===== src/rtl/riscV_unrn_pkg.sv =====
// Shared core types: cause codes, trap FSM states and trap bundles.
// Used by trap_controller and trap_priority_enc.
package riscV_unrn_pkg;

  localparam logic [31:0] M_TIMER_INT        = 32'h8000_0007;
  localparam logic [31:0] EXC_INSTR_MISALIGN = 32'd0;
  localparam logic [31:0] EXC_ILLEGAL_INSTR  = 32'd2;
  localparam logic [31:0] EXC_BREAKPOINT     = 32'd3;
  localparam logic [31:0] EXC_LOAD_MISALIGN  = 32'd4;
  localparam logic [31:0] EXC_STORE_MISALIGN = 32'd6;
  localparam logic [31:0] EXC_ECALL_M        = 32'd11;

  typedef enum logic [1:0] {
    IDLE       = 2'd0,
    CAPTURE    = 2'd1,
    TRAP_REDIR = 2'd2,
    MRET_REDIR = 2'd3
  } trap_state_t;

  typedef struct packed {
    logic [31:0] cause;
    logic [31:0] info;
    logic [31:0] pc;
  } trap_req_t;

  typedef struct packed {
    logic        valid;
    logic        is_irq;
    logic        is_mret;
    logic [31:0] cause;
    logic [31:0] info;
  } trap_evt_t;

  function automatic logic [31:0] align4(input logic [31:0] a);
    return {a[31:2], 2'b00};
  endfunction

endpackage


===== src/rtl/trap_priority_enc.sv =====
// Picks the single highest-priority trap event at the boundary.
// Pure combinational; mret is the lowest-priority event.
module trap_priority_enc
  import riscV_unrn_pkg::*;
(
  input  logic        irq,
  input  logic        fetch_misalign,
  input  logic        illegal,
  input  logic        ebreak,
  input  logic        ecall,
  input  logic        load_misalign,
  input  logic        store_misalign,
  input  logic        mret,
  input  logic [31:0] pc,
  input  logic [31:0] instr,
  input  logic [31:0] mem_addr,
  output trap_evt_t   evt
);

  always_comb begin
    evt = '0;
    priority case (1'b1)
      irq: begin
        evt.valid  = 1'b1;
        evt.is_irq = 1'b1;
        evt.cause  = M_TIMER_INT;
      end
      fetch_misalign: begin
        evt.valid = 1'b1;
        evt.cause = EXC_INSTR_MISALIGN;
        evt.info  = pc;
      end
      illegal: begin
        evt.valid = 1'b1;
        evt.cause = EXC_ILLEGAL_INSTR;
        evt.info  = instr;
      end
      ebreak: begin
        evt.valid = 1'b1;
        evt.cause = EXC_BREAKPOINT;
        evt.info  = pc;
      end
      ecall: begin
        evt.valid = 1'b1;
        evt.cause = EXC_ECALL_M;
      end
      load_misalign: begin
        evt.valid = 1'b1;
        evt.cause = EXC_LOAD_MISALIGN;
        evt.info  = mem_addr;
      end
      store_misalign: begin
        evt.valid = 1'b1;
        evt.cause = EXC_STORE_MISALIGN;
        evt.info  = mem_addr;
      end
      mret: begin
        evt.valid   = 1'b1;
        evt.is_mret = 1'b1;
      end
      default: ;
    endcase
  end

endmodule


===== src/rtl/trap_controller.sv =====
// Trap entry / MRET sequencer in front of csrUnit.
// Optional macro TRAP_VECTORED_EN enables vectored interrupt targets.
module trap_controller
  import riscV_unrn_pkg::*;
#(
  parameter logic [31:0] RESET_PC    = 32'h0000_0000,
  parameter int          IRQ_CAUSE_W = 5
) (
  input  logic        clk,
  input  logic        rst,
  input  logic        instr_valid_i,
  input  logic [31:0] pc_i,
  input  logic [31:0] instr_i,
  input  logic [31:0] mem_addr_i,
  input  logic        fetch_misalign_i,
  input  logic        illegal_instr_i,
  input  logic        ecall_i,
  input  logic        ebreak_i,
  input  logic        load_misalign_i,
  input  logic        store_misalign_i,
  input  logic        mret_i,
  input  logic        irq_i,
  input  logic [31:0] mtvec_i,
  input  logic [31:0] mepc_i,
  output logic        exc_request_o,
  output logic [31:0] exc_cause_o,
  output logic [31:0] trap_info_o,
  output logic [31:0] trap_pc_o,
  output logic        mret_o,
  output logic        stall_o,
  output logic        flush_o,
  output logic        redirect_o,
  output logic [31:0] redirect_pc_o
);

  trap_state_t state;
  trap_evt_t   evt;
  trap_req_t   req;
  logic        req_irq;
  logic        take;
  logic [31:0] vec_off;
  logic [31:0] target;
  logic        unused_bits;

  trap_priority_enc u_prio (
    .irq            (irq_i),
    .fetch_misalign (fetch_misalign_i),
    .illegal        (illegal_instr_i),
    .ebreak         (ebreak_i),
    .ecall          (ecall_i),
    .load_misalign  (load_misalign_i),
    .store_misalign (store_misalign_i),
    .mret           (mret_i),
    .pc             (pc_i),
    .instr          (instr_i),
    .mem_addr       (mem_addr_i),
    .evt            (evt)
  );

  assign take    = rst && (state == IDLE)
                 && instr_valid_i && evt.valid;
  assign flush_o = take;

  assign vec_off =
    32'(req.cause[IRQ_CAUSE_W-1:0]) << 2;

  always_comb begin
    target = align4(mtvec_i);
`ifdef TRAP_VECTORED_EN
    if (req_irq && (mtvec_i[1:0] == 2'b01))
      target = align4(mtvec_i) + vec_off;
`endif
  end

  // Mode bits are only consulted in the vectored build.
  assign unused_bits = ^{mtvec_i[1:0], mepc_i[1:0], vec_off};

  assign exc_cause_o = req.cause;
  assign trap_info_o = req.info;
  assign trap_pc_o   = req.pc;

  always_ff @(posedge clk) begin
    if (!rst) begin
      state         <= IDLE;
      req           <= '0;
      req_irq       <= 1'b0;
      exc_request_o <= 1'b0;
      mret_o        <= 1'b0;
      stall_o       <= 1'b0;
      redirect_o    <= 1'b0;
      redirect_pc_o <= RESET_PC;
    end else begin
      exc_request_o <= 1'b0;
      mret_o        <= 1'b0;
      redirect_o    <= 1'b0;
      unique case (state)
        IDLE: begin
          stall_o <= 1'b0;
          if (take) begin
            stall_o <= 1'b1;
            if (evt.is_mret) begin
              state         <= MRET_REDIR;
              redirect_o    <= 1'b1;
              redirect_pc_o <= align4(mepc_i);
              mret_o        <= 1'b1;
            end else begin
              state         <= CAPTURE;
              exc_request_o <= 1'b1;
              req.cause     <= evt.cause;
              req.info      <= evt.info;
              req.pc        <= pc_i;
              req_irq       <= evt.is_irq;
            end
          end
        end
        CAPTURE: begin
          state         <= TRAP_REDIR;
          stall_o       <= 1'b1;
          redirect_o    <= 1'b1;
          redirect_pc_o <= target;
        end
        TRAP_REDIR: begin
          state   <= IDLE;
          stall_o <= 1'b0;
        end
        MRET_REDIR: begin
          state   <= IDLE;
          stall_o <= 1'b0;
        end
        default: begin
          state   <= IDLE;
          stall_o <= 1'b0;
        end
      endcase
    end
  end

endmodule


===== config.mk =====
export PLATFORM = sky130hd
export DESIGN_NAME = trap_controller
export DESIGN_NICKNAME = d
export VERILOG_FILES = /design/src/rtl/riscV_unrn_pkg.sv /design/src/rtl/trap_priority_enc.sv /design/src/rtl/trap_controller.sv
export SDC_FILE = /design/constraint.sdc
export NUM_CORES = 1
export LEC_CHECK = 0
export CAP_MARGIN = 0
export CORE_MARGIN = 2
export CORE_UTILIZATION = 38
export DETAILED_ROUTE_END_ITERATION = 16
export PLACE_DENSITY = 0.85
export SLEW_MARGIN = 15
export SYNTH_ARGS = -nofsm -noshare
export SYNTH_HDL_FRONTEND = slang
export SYNTH_HIERARCHICAL = 1
export SYNTH_SLANG_ARGS = --single-unit
export TNS_END_PERCENT = 1

===== constraint.sdc =====
create_clock -name clk -period 2.3 [get_ports clk]
set_clock_uncertainty 0.2 [all_clocks]
set_input_delay 0.23 -clock clk [delete_from_list [all_inputs] [get_ports clk]]
set_output_delay 0.23 -clock clk [all_outputs]
set_load 0.005 [all_outputs]

; Word-level counts from Yosys, hierarchy flattened
; Cells that the tools add are included.
[totals]
wordCells = 66
input_bits = 171
register_bits = 134
out_inout_bits = 133
[op_classes]
n_eq_ne = 5
bitwise_logic = 1
mux = 41
n_reduce_logical = 10
[ops]
columns = cell, count
row1 = two-way mux 32 bit, 15
row2 = one-hot mux 32 bit (2 select lines), 1
row3 = two-way mux 1 bit, 19
row4 = AND reduction 3 bit, 3
row5 = one-hot mux 2 bit (3 select lines), 1
row6 = "equality test 2 bit, second input constant", 2
row7 = two-way mux 2 bit, 2
row8 = "!= test 2 bit, second input constant", 2
row9 = logical AND 1 bit, 3
row10 = two-way mux 3 bit, 1
row11 = one-hot mux 1 bit (3 select lines), 1
row12 = "equality test 2 x 1 -> 1 bit, second input constant", 1
row13 = zero test 2 bit, 1
row14 = one-hot mux 1 bit (2 select lines), 1
row15 = AND reduction 2 bit, 1
row16 = nonzero test 2 bit, 1
row17 = OR reduction 2 bit, 1
row18 = inverter 1 bit, 1

; Depth between registers and ports, before layout
; Gate-level depths: netlist of the first run.
[logic_depth]
ltp_word = 11
mapped_depth = 10
ltp_nobuf = 6

; By module
; The synthesis of the first run kept the hierarchy.
[by_module_without_submodules]
columns = mod, seq_area_each_um2, area_per_inst_um2, instances, cells_per_inst
row1 = trap_controller, 2642.5, 5147.4, 1, 625
row2 = trap_priority_enc, 0.0, 1278.7, 1, 190

; Worst setup path before layout of the first run
; No wires, ideal clock.
[synth_path]
kind = input -> register
startpoint = in illegal_instr_i
endpoint = reg req, in the netlist exc_cause_o[0]
setup_ps = 69
path_buffers = 4
slack_ps = -16
arrival_time_ps = 2047
cell_stages = 10
required_time_ps = 2031
path_cell_list = or4_1 > nor4_1 > nand2b_1 > and3_1 > buf_2 > and2_1 > buf_2 > buf_6 > buf_6 > o21ai_1
[synth_rtl]
columns = item, line_no
row1 = from (decl), trap_controller.sv:16  ; input logic illegal_instr_i,
row2 = to (decl), trap_controller.sv:38  ; trap_req_t req;

==> impl_metrics.json, run 1 <==
{
  "outcome": "complete, no violations",
  "finalHoldViolCount": 0,
  "dieArea_um2": 17900,
  "hpwl_um": 15700,
  "r2r-end": "redirect_pc_o[7]",
  "cp.arrival_ps": 1800,
  "whs_endpoint": "exc_cause_o[3]",
  "diodes": 0,
  "nets": 1250,
  "worstMarginPinSlew_ps": 1070,
  "grt_pass1_vias": 6744,
  "grt_max_degree": 100,
  "setup_viol": 0,
  "mostFrequentLayoutCells": "clkdlybuf4s50_1, nand2_1, dfxtp_1, nand3_1, o21ai_1",
  "h-tree-depth": 4,
  "syn_inst": 814,
  "placed_cell_area_um2": 9550,
  "core_um2": 16500,
  "firstDrtPassIters": 4,
  "fin_area_um2": 10200,
  "grt_overflow": 0,
  "holdCritStartpoint": "illegal_instr_i",
  "rr_startpoint": "state[0]",
  "wirelength_um": 22500,
  "syn_area_per_cell_um2": 7.89,
  "cp-end-kind": "output port",
  "ant_nets": 0,
  "timing.hold.ws_ps": 179,
  "die_w_um": 134,
  "min_period_over_period": 0.970,
  "crit_type": "primary input to output port",
  "yosysWarnings": 6,
  "tritoncts": "done",
  "dieHeight_um": 134,
  "cap_viol_max_count": 0,
  "remaining_drc_errors": 0,
  "r2r_slack_ps": 640,
  "numClockSinks": 132,
  "clk-insertion-delay-late_ps": 410,
  "max-vdd-ir-drop_uv": 489,
  "setup.worst_path.start": "fetch_misalign_i",
  "fmax_mhz": 448,
  "drv_slew": 0,
  "hold_path_class": "primary input to flip-flop",
  "slew_headroom": 0.287,
  "r2r_cells": 4,
  "p_per_area_nw_per_um2": 629,
  "crit_fanout": 5,
  "via_count": 7020,
  "syn-cell-area_um2": 6420,
  "track_usage": 0.243,
  "worstPathRequired_ps": 1870,
  "cp-start-kind": "primary input",
  "area_growth_pct": 58.2,
  "fin_util": 0.614,
  "fin_crit_ps": 2230,
  "portBuffers": 297,
  "cellLeakagePower_nw": 3.66,
  "clockRootBuffer": "clkbuf_16",
  "path_clk_slew_ps": 60,
  "layout-drive-gt1-share": 0.0998,
  "cts_buffers": 17,
  "postCtsSetupBuffers": 0,
  "viasPerCell": 5.35,
  "layout_commonest_cell": "clkdlybuf4s50_1",
  "initial_utilization": 0.388,
  "grt_pass1_wl_um": 34800,
  "fillers": 1440,
  "gp_congestion": 0.883,
  "clk_path_buf_depth": 2,
  "drtIter0Drc": 378,
  "min_path_cells": 5,
  "post_drt_wl_per_cell_um": 17.1,
  "io-pin-count": 304,
  "antenna_found_initial": 0,
  "rows": 47,
  "rsz0062_at_grt": "no"
}
## worst max path at each step
stage               slack [ps]          endpoint  cells after the start
floorplan                   30    exc_cause_o[0]                     10
CTS                         50           flush_o                      7
global route                10  redirect_pc_o[9]                      8
finish                      70           flush_o                      7
detailed placement        -520           flush_o                      7
global placement          -480           flush_o                      7
## area by class of cell
type / count / area, um2 / area share
clock buffer: 19 / 453 / 0.0446
clock inverter: 13 / 123 / 0.0121
multi-input combinational: 564 / 3200 / 0.316
tap: 220 / 275 / 0.0271
inverter: 36 / 135 / 0.0133
timing repair buffer: 328 / 3320 / 0.327
sequential: 132 / 2640 / 0.260
## routing by layer
layer  global-route usage  up-vias  part of all wire
met5                    0        -                 0
met4                0.108        0             0.035
met3               0.0767       48              0.10
met2                0.412      351              0.48
met1                0.281     3264              0.38
li1                     -     3357                 -
## report_power, final
| part | switching (mW) | total, mW | internal (mW) |
|---|---|---|---|
| logic | 0.538 | 1.22 | 0.681 |
| registers | 0.0867 | 2.52 | 2.44 |
| clock network | 1.09 | 2.65 | 1.56 |
## state kept, by name, summed over array words and instances (netlist names), 2 cells and up
signal,cells
exc_cause_o,32
trap_info_o,32
trap_pc_o,32
redirect_pc_o,30
state,2
## through the flow
stage	setup WS [ps]	cells	power [mW]	setup TNS, ps
global placement	-481	1279	3.77	-50000
floorplan	31.6	841	3.05	0
CTS	52.9	1312	6.45	0
detailed placement	-524	1279	3.79	-57160
finish	70.1	1312	6.39	0
global route	10.0	1312	6.66	0
## timing repair
| item | 4_1_cts | 5_1_grt |
|---|---|---|
| hold buffers | 1 | 0 |
| endpoints found under the hold margin | 2 | 0 |
| resized for setup | 12 | 0 |
| setup endpoints to repair | 54 | 0 |
## critical path, stage by stage
cell           delay [ps]
dlygate4sd2_1         240
or4_4                 560
nor4_4                220
buf_4                 180
nand2b_4               70
and3_4                170
buf_2                 120
(Power assumes the default switching activity.)
==> inputs of run 2 (changes only) <==
--- a/config.mk
+++ b/config.mk
@@ -5,7 +5,7 @@
 export SDC_FILE = /design/constraint.sdc
 export NUM_CORES = 1
 export LEC_CHECK = 0
-export CAP_MARGIN = 0
+export CAP_MARGIN = 40
 export CORE_MARGIN = 2
 export CORE_UTILIZATION = 38
 export DETAILED_ROUTE_END_ITERATION = 16
==> impl_metrics.json, run 2 (synthesis gave the netlist of run 1 again) <==
{
  "numClockSinks": 132,
  "io-pin-count": 304,
  "hold_path_class": "primary input to flip-flop",
  "r2r-end": "redirect_pc_o[26]",
  "ant_nets": 0,
  "outcome": "complete, no violations",
  "gp_congestion": 0.883,
  "dr_wl_met3_um": 2300,
  "cp-start-kind": "primary input",
  "grt_overflow": 0,
  "nets": 1251,
  "diodes": 0,
  "layout_commonest_cell": "clkdlybuf4s50_1",
  "tritoncts": "done",
  "fmax_mhz": 446,
  "worstPathRequired_ps": 1870,
  "grt_max_degree": 73,
  "m1WireLength_um": 8660,
  "grt_pass1_wl_um": 34900,
  "rows": 47,
  "firstDrtPassIters": 5,
  "crit_type": "primary input to output port",
  "clk_path_buf_depth": 2,
  "rr_startpoint": "state[0]",
  "crit_fanout": 5,
  "min_path_cells": 5,
  "slew_headroom": 0.624,
  "fillers": 1415,
  "cts_buffers": 17,
  "hpwl_um": 15900,
  "finalHoldViolCount": 0,
  "holdCritStartpoint": "illegal_instr_i",
  "mostFrequentLayoutCells": "clkdlybuf4s50_1, nand2_1, dfxtp_1, nand3_1, o21ai_1",
  "path_clk_slew_ps": 60,
  "drv_slew": 0,
  "track_usage": 0.243,
  "top_layer_used": "met4",
  "setup.worst_path.start": "fetch_misalign_i",
  "via_count": 7053,
  "fin_util": 0.620,
  "power.share.clock": 0.444,
  "area_growth_pct": 59.7,
  "route.met2.wl_um": 10800,
  "dieArea_um2": 17900,
  "setup_viol": 0,
  "drtIter0Drc": 341,
  "cap_viol_max_count": 0,
  "h-tree-depth": 4,
  "grt_pass1_vias": 6815,
  "dieHeight_um": 134,
  "fin_crit_ps": 2240,
  "r2r_cells": 4,
  "initial_utilization": 0.388,
  "totalPowerFinal_mw": 6.74,
  "portBuffers": 297,
  "cp-end-kind": "output port",
  "die_w_um": 134,
  "clk-insertion-delay-late_ps": 410,
  "internal-power_mw": 5.08,
  "whs_endpoint": "exc_cause_o[3]",
  "rsz0062_at_grt": "no",
  "p_per_area_nw_per_um2": 658,
  "antenna_found_initial": 0,
  "seq_power_share": 0.374,
  "cellLeakagePower_nw": 3.71,
  "max-vdd-ir-drop_uv": 493,
  "viasPerCell": 5.38,
  "regArea_um2": 2640,
  "r2r_slack_ps": 620,
  "layout-drive-gt1-share": 0.0989,
  "power_switching_mw": 1.67,
  "p_comb_frac": 0.182,
  "min_period_over_period": 0.975,
  "post_drt_wl_per_cell_um": 17.3,
  "multiInputGateArea_um2": 3200,
  "cp.arrival_ps": 1810,
  "swShare": 0.247,
  "core_um2": 16500,
  "wirelength_um": 22600,
  "clockRootBuffer": "clkbuf_16",
  "remaining_drc_errors": 0,
  "worstMarginPinSlew_ps": 563
}
==> run 2: cell count changes in the layout (fill, tap and decap cells not counted) <==
cell        before  now
inv_6            4    2
bufinv_16        1    5
clkbuf_8         2    1
clkinvlp_4       4    1
buf_16           0    1
clkbuf_1         0    1
==> run 2: worst max-delay path, cell delays in order <==
cell and delay, ps:
dlygate4sd2_1 250, or4_4 570, nor4_4 220, buf_4 180, nand2b_4 70, and3_4 180
buf_2 120
==> run 2: power by group through the flow <==
stage / logic [mW] / clock network [mW] / registers, mW
4_1_cts: 1.23 / 3.06 / 2.52
5_1_grt: 1.32 / 3.15 / 2.54
2_1_floorplan: 0.480 / 0 / 2.57
3_5_place_dp: 1.22 / 0 / 2.57
6_report: 1.23 / 2.99 / 2.52
3_3_place_gp: 1.20 / 0 / 2.56
==> run 2: worst max-delay path by stage <==
stage / endpoint / slack [ps] / depth (start not counted)
2_1_floorplan: exc_cause_o[0] / 30 / 10
4_1_cts: flush_o / 50 / 7
3_5_place_dp: flush_o / -520 / 7
5_1_grt: redirect_pc_o[14] / 9 / 8
3_3_place_gp: flush_o / -480 / 7
6_report: flush_o / 60 / 7
==> run 2: final cells by class <==
| cell class | instances | share of cell area |
|---|---|---|
| multi-input combinational | 564 | 0.313 |
| tap | 220 | 0.0269 |
| timing repair buffer | 329 | 0.327 |
| inverter | 36 | 0.0132 |
| clock inverter | 12 | 0.0198 |
| clock buffer | 19 | 0.0432 |
| sequential | 132 | 0.258 |
==> run 2: metal layers <==
layer | track usage | up-vias
li1 | - | 3356
met2 | 0.418 | 377
met1 | 0.271 | 3265
met3 | 0.0831 | 55
met4 | 0.113 | 0
met5 | 0 | -
==> run 2: timing repair <==
item	CTS	global route
hold buffers	1	0
endpoints found under the setup margin	46	0
gates resized for setup	12	0
hold endpoints to repair	2	0
setup buffers	0	0
==> run 2: metrics by stage <==
step,hold slack (ps),std cells,setup TNS (ps),cell area (um2),setup slack [ps]
global route,198,1312,0,10300,8.93
CTS,164,1312,0,10300,49.5
floorplan,167,841,0,6530,31.6
finish,191,1312,0,10300,57.2
global placement,234,1279,-50000,9550,-481
detailed placement,241,1280,-57260,9580,-520
==> inputs of run 3 (changes only) <==
--- a/config.mk
+++ b/config.mk
@@ -7,12 +7,11 @@
 export LEC_CHECK = 0
 export CAP_MARGIN = 40
 export CORE_MARGIN = 2
-export CORE_UTILIZATION = 38
+export CORE_UTILIZATION = 33
 export DETAILED_ROUTE_END_ITERATION = 16
-export PLACE_DENSITY = 0.85
+export PLACE_DENSITY = 0.84
 export SLEW_MARGIN = 15
 export SYNTH_ARGS = -nofsm -noshare
 export SYNTH_HDL_FRONTEND = slang
-export SYNTH_HIERARCHICAL = 1
 export SYNTH_SLANG_ARGS = --single-unit
 export TNS_END_PERCENT = 1
==> impl_metrics.json, run 3 <==
{
  "outcome": "complete, no violations",
  "fmax_mhz": 454,
  "r2r_slack_ps": 300,
  "async_flop_share": 0,
  "clockRootBuffer": "clkbuf_16",
  "syn_area_per_cell_um2": 8.64,
  "area_growth_pct": 67.9,
  "dieArea_um2": 15200,
  "syn_inst": 544,
  "grt_overflow": 0,
  "antenna_found_initial": 0,
  "power.share.clock": 0.330,
  "numClockSinks": 105,
  "syn-cell-area_um2": 4700,
  "remaining_drc_errors": 0,
  "nets": 972,
  "clk-insertion-delay-late_ps": 350,
  "swShare": 0.264,
  "mostFrequentLayoutCells": "clkdlybuf4s50_1, dfxtp_1, a21oi_1, nand2_1, o21ai_0",
  "cp-end-kind": "output port",
  "worstMarginPinSlew_ps": 692,
  "finalHoldViolCount": 0,
  "diodes": 0,
  "yosysWarnings": 0,
  "synth_most_common_cell": "dfxtp_1",
  "core_um2": 13900,
  "h-tree-depth": 3,
  "fin_crit_ps": 2200,
  "yosysTopAreaCell": "dfxtp_1",
  "totalPowerFinal_mw": 4.40,
  "setup_viol": 0,
  "cp.arrival_ps": 1770,
  "ys_top_cells_by_count": "dfxtp_1, a21oi_1, nand2_1",
  "layout-drive-gt1-share": 0.0696,
  "fin_util": 0.569,
  "ant_nets": 0,
  "tritoncts": "done",
  "wirelength_um": 17800,
  "grt_max_degree": 66,
  "synth_seq_area_share": 0.447,
  "min_period_over_period": 0.958,
  "gp_congestion": 0.825,
  "drv_slew": 0,
  "synth_edf_count": 0,
  "post_drt_wl_per_cell_um": 18.0,
  "hold_path_class": "flip-flop to flip-flop",
  "power_switching_mw": 1.16,
  "crit_type": "primary input to output port",
  "drtIter0Drc": 284,
  "cap_viol_max_count": 0,
  "initial_utilization": 0.339,
  "slowest_delay_ps": 570,
  "hpwl_um": 12700,
  "synth.area.top_cells": "dfxtp_1, a21oi_1, mux2i_1",
  "dieHeight_um": 123,
  "internal-power_mw": 3.23,
  "layout_commonest_cell": "clkdlybuf4s50_1",
  "track_usage": 0.225,
  "path_clk_slew_ps": 70,
  "worstPathRequired_ps": 1870,
  "portBuffers": 270,
  "dp.cells": 969,
  "cpMaxStageDelayCell": "or4_4",
  "crit_fanout": 2,
  "cp-start-kind": "primary input",
  "crit_chain": "clkdlybuf4s50_1 -> or4_4 -> o31ai_4 -> inv_1 -> dlygate4sd2_1",
  "synth_top_cell_area_share": 0.447,
  "p_per_area_nw_per_um2": 557,
  "max-vdd-ir-drop_uv": 492,
  "rsz0062_at_grt": "no",
  "grt_pass1_vias": 4972,
  "rows": 43,
  "ys_types": 34,
  "die_w_um": 123,
  "fin_cells": 985,
  "viasPerCell": 5.32,
  "cellLeakagePower_nw": 3.08,
  "io-pin-count": 304,
  "seq_power_share": 0.450,
  "grt_pass1_wl_um": 26100,
  "via_count": 5242,
  "p_comb_frac": 0.221,
  "firstDrtPassIters": 4,
  "synth_ff_type": "dfxtp_1",
  "hold_buffers": 0,
  "synth_seq_cells": 105,
  "clk_path_buf_depth": 2,
  "cts_buffers": 9,
  "slew_headroom": 0.539
}
[run 3: kinds of logic (layout without fill, tap and decap cells)]
kind of cell           Yosys count  in the layout  synth area share
multiplexers                    30             30            0.0639
AO/OA/AOI/OAI                  203            203             0.273
flip-flops                     105            105             0.447
other                            1             29          0.000798
buffers and inverters           89            322             0.104
AND/OR/NAND/NOR                116            116             0.111
[run 3: layout make-up]
| type | count | area [um2] |
|---|---|---|
| tap | 180 | 225 |
| sequential | 105 | 2100 |
| timing repair buffer | 300 | 3020 |
| clock inverter | 6 | 43.8 |
| fill | 1256 | 5990 |
| inverter | 7 | 26.3 |
| multi-input combinational | 378 | 2250 |
| clock buffer | 9 | 225 |
[run 3: final timing paths]
check | to | startpoint | cells past startpoint
hold / removal | trap_pc_o[5] | trap_pc_o[5] | 2
setup reg to reg | redirect_pc_o[21] | state[0] | 6
hold reg to reg | trap_pc_o[5] | trap_pc_o[5] | 2
setup / recovery | flush_o | ecall_i | 5
[run 3: worst max-delay path: cells and delay by family]
| family | cells | cell delay [ps] |
|---|---|---|
| AOI/OAI and AO/OA | 1 | 210 |
| and+or+nand+nor | 1 | 570 |
| buffers and inverters | 3 | 760 |
[run 3: power by group through the flow]
stage	Clock, mW	Combinational, mW	Sequential (mW)
4_1_cts	1.49	0.972	1.98
3_5_place_dp	0	0.962	2.02
2_1_floorplan	0	0.340	2.03
3_3_place_gp	0	0.950	2.01
5_1_grt	1.55	1.04	1.99
6_report	1.45	0.970	1.98
[run 3: what timing repair did]
item	4_1_cts	5_1_grt
setup buffers	1	0
endpoints found under the setup margin	1	0
gates resized for setup	4	0
[run 3: through the flow]
stage	worst slack [ps]	hold slack (ps)	TNS, ps	area [um2]
detailed placement	-222	246	-6990	7600
CTS	100	255	0	7890
floorplan	527	166	0	4810
finish	96.6	255	0	7890
global route	20.7	271	0	7890
global placement	-199	241	-3540	7600
[run 3: metal layers]
| metal | vias to the layer above | track usage | part of all wire |
|---|---|---|---|
| li1 | 2460 | - | - |
| met1 | 2465 | 0.250 | 0.38 |
| met2 | 279 | 0.388 | 0.48 |
| met3 | 38 | 0.0775 | 0.11 |
| met4 | 0 | 0.0994 | 0.030 |
| met5 | - | 0 | 0 |
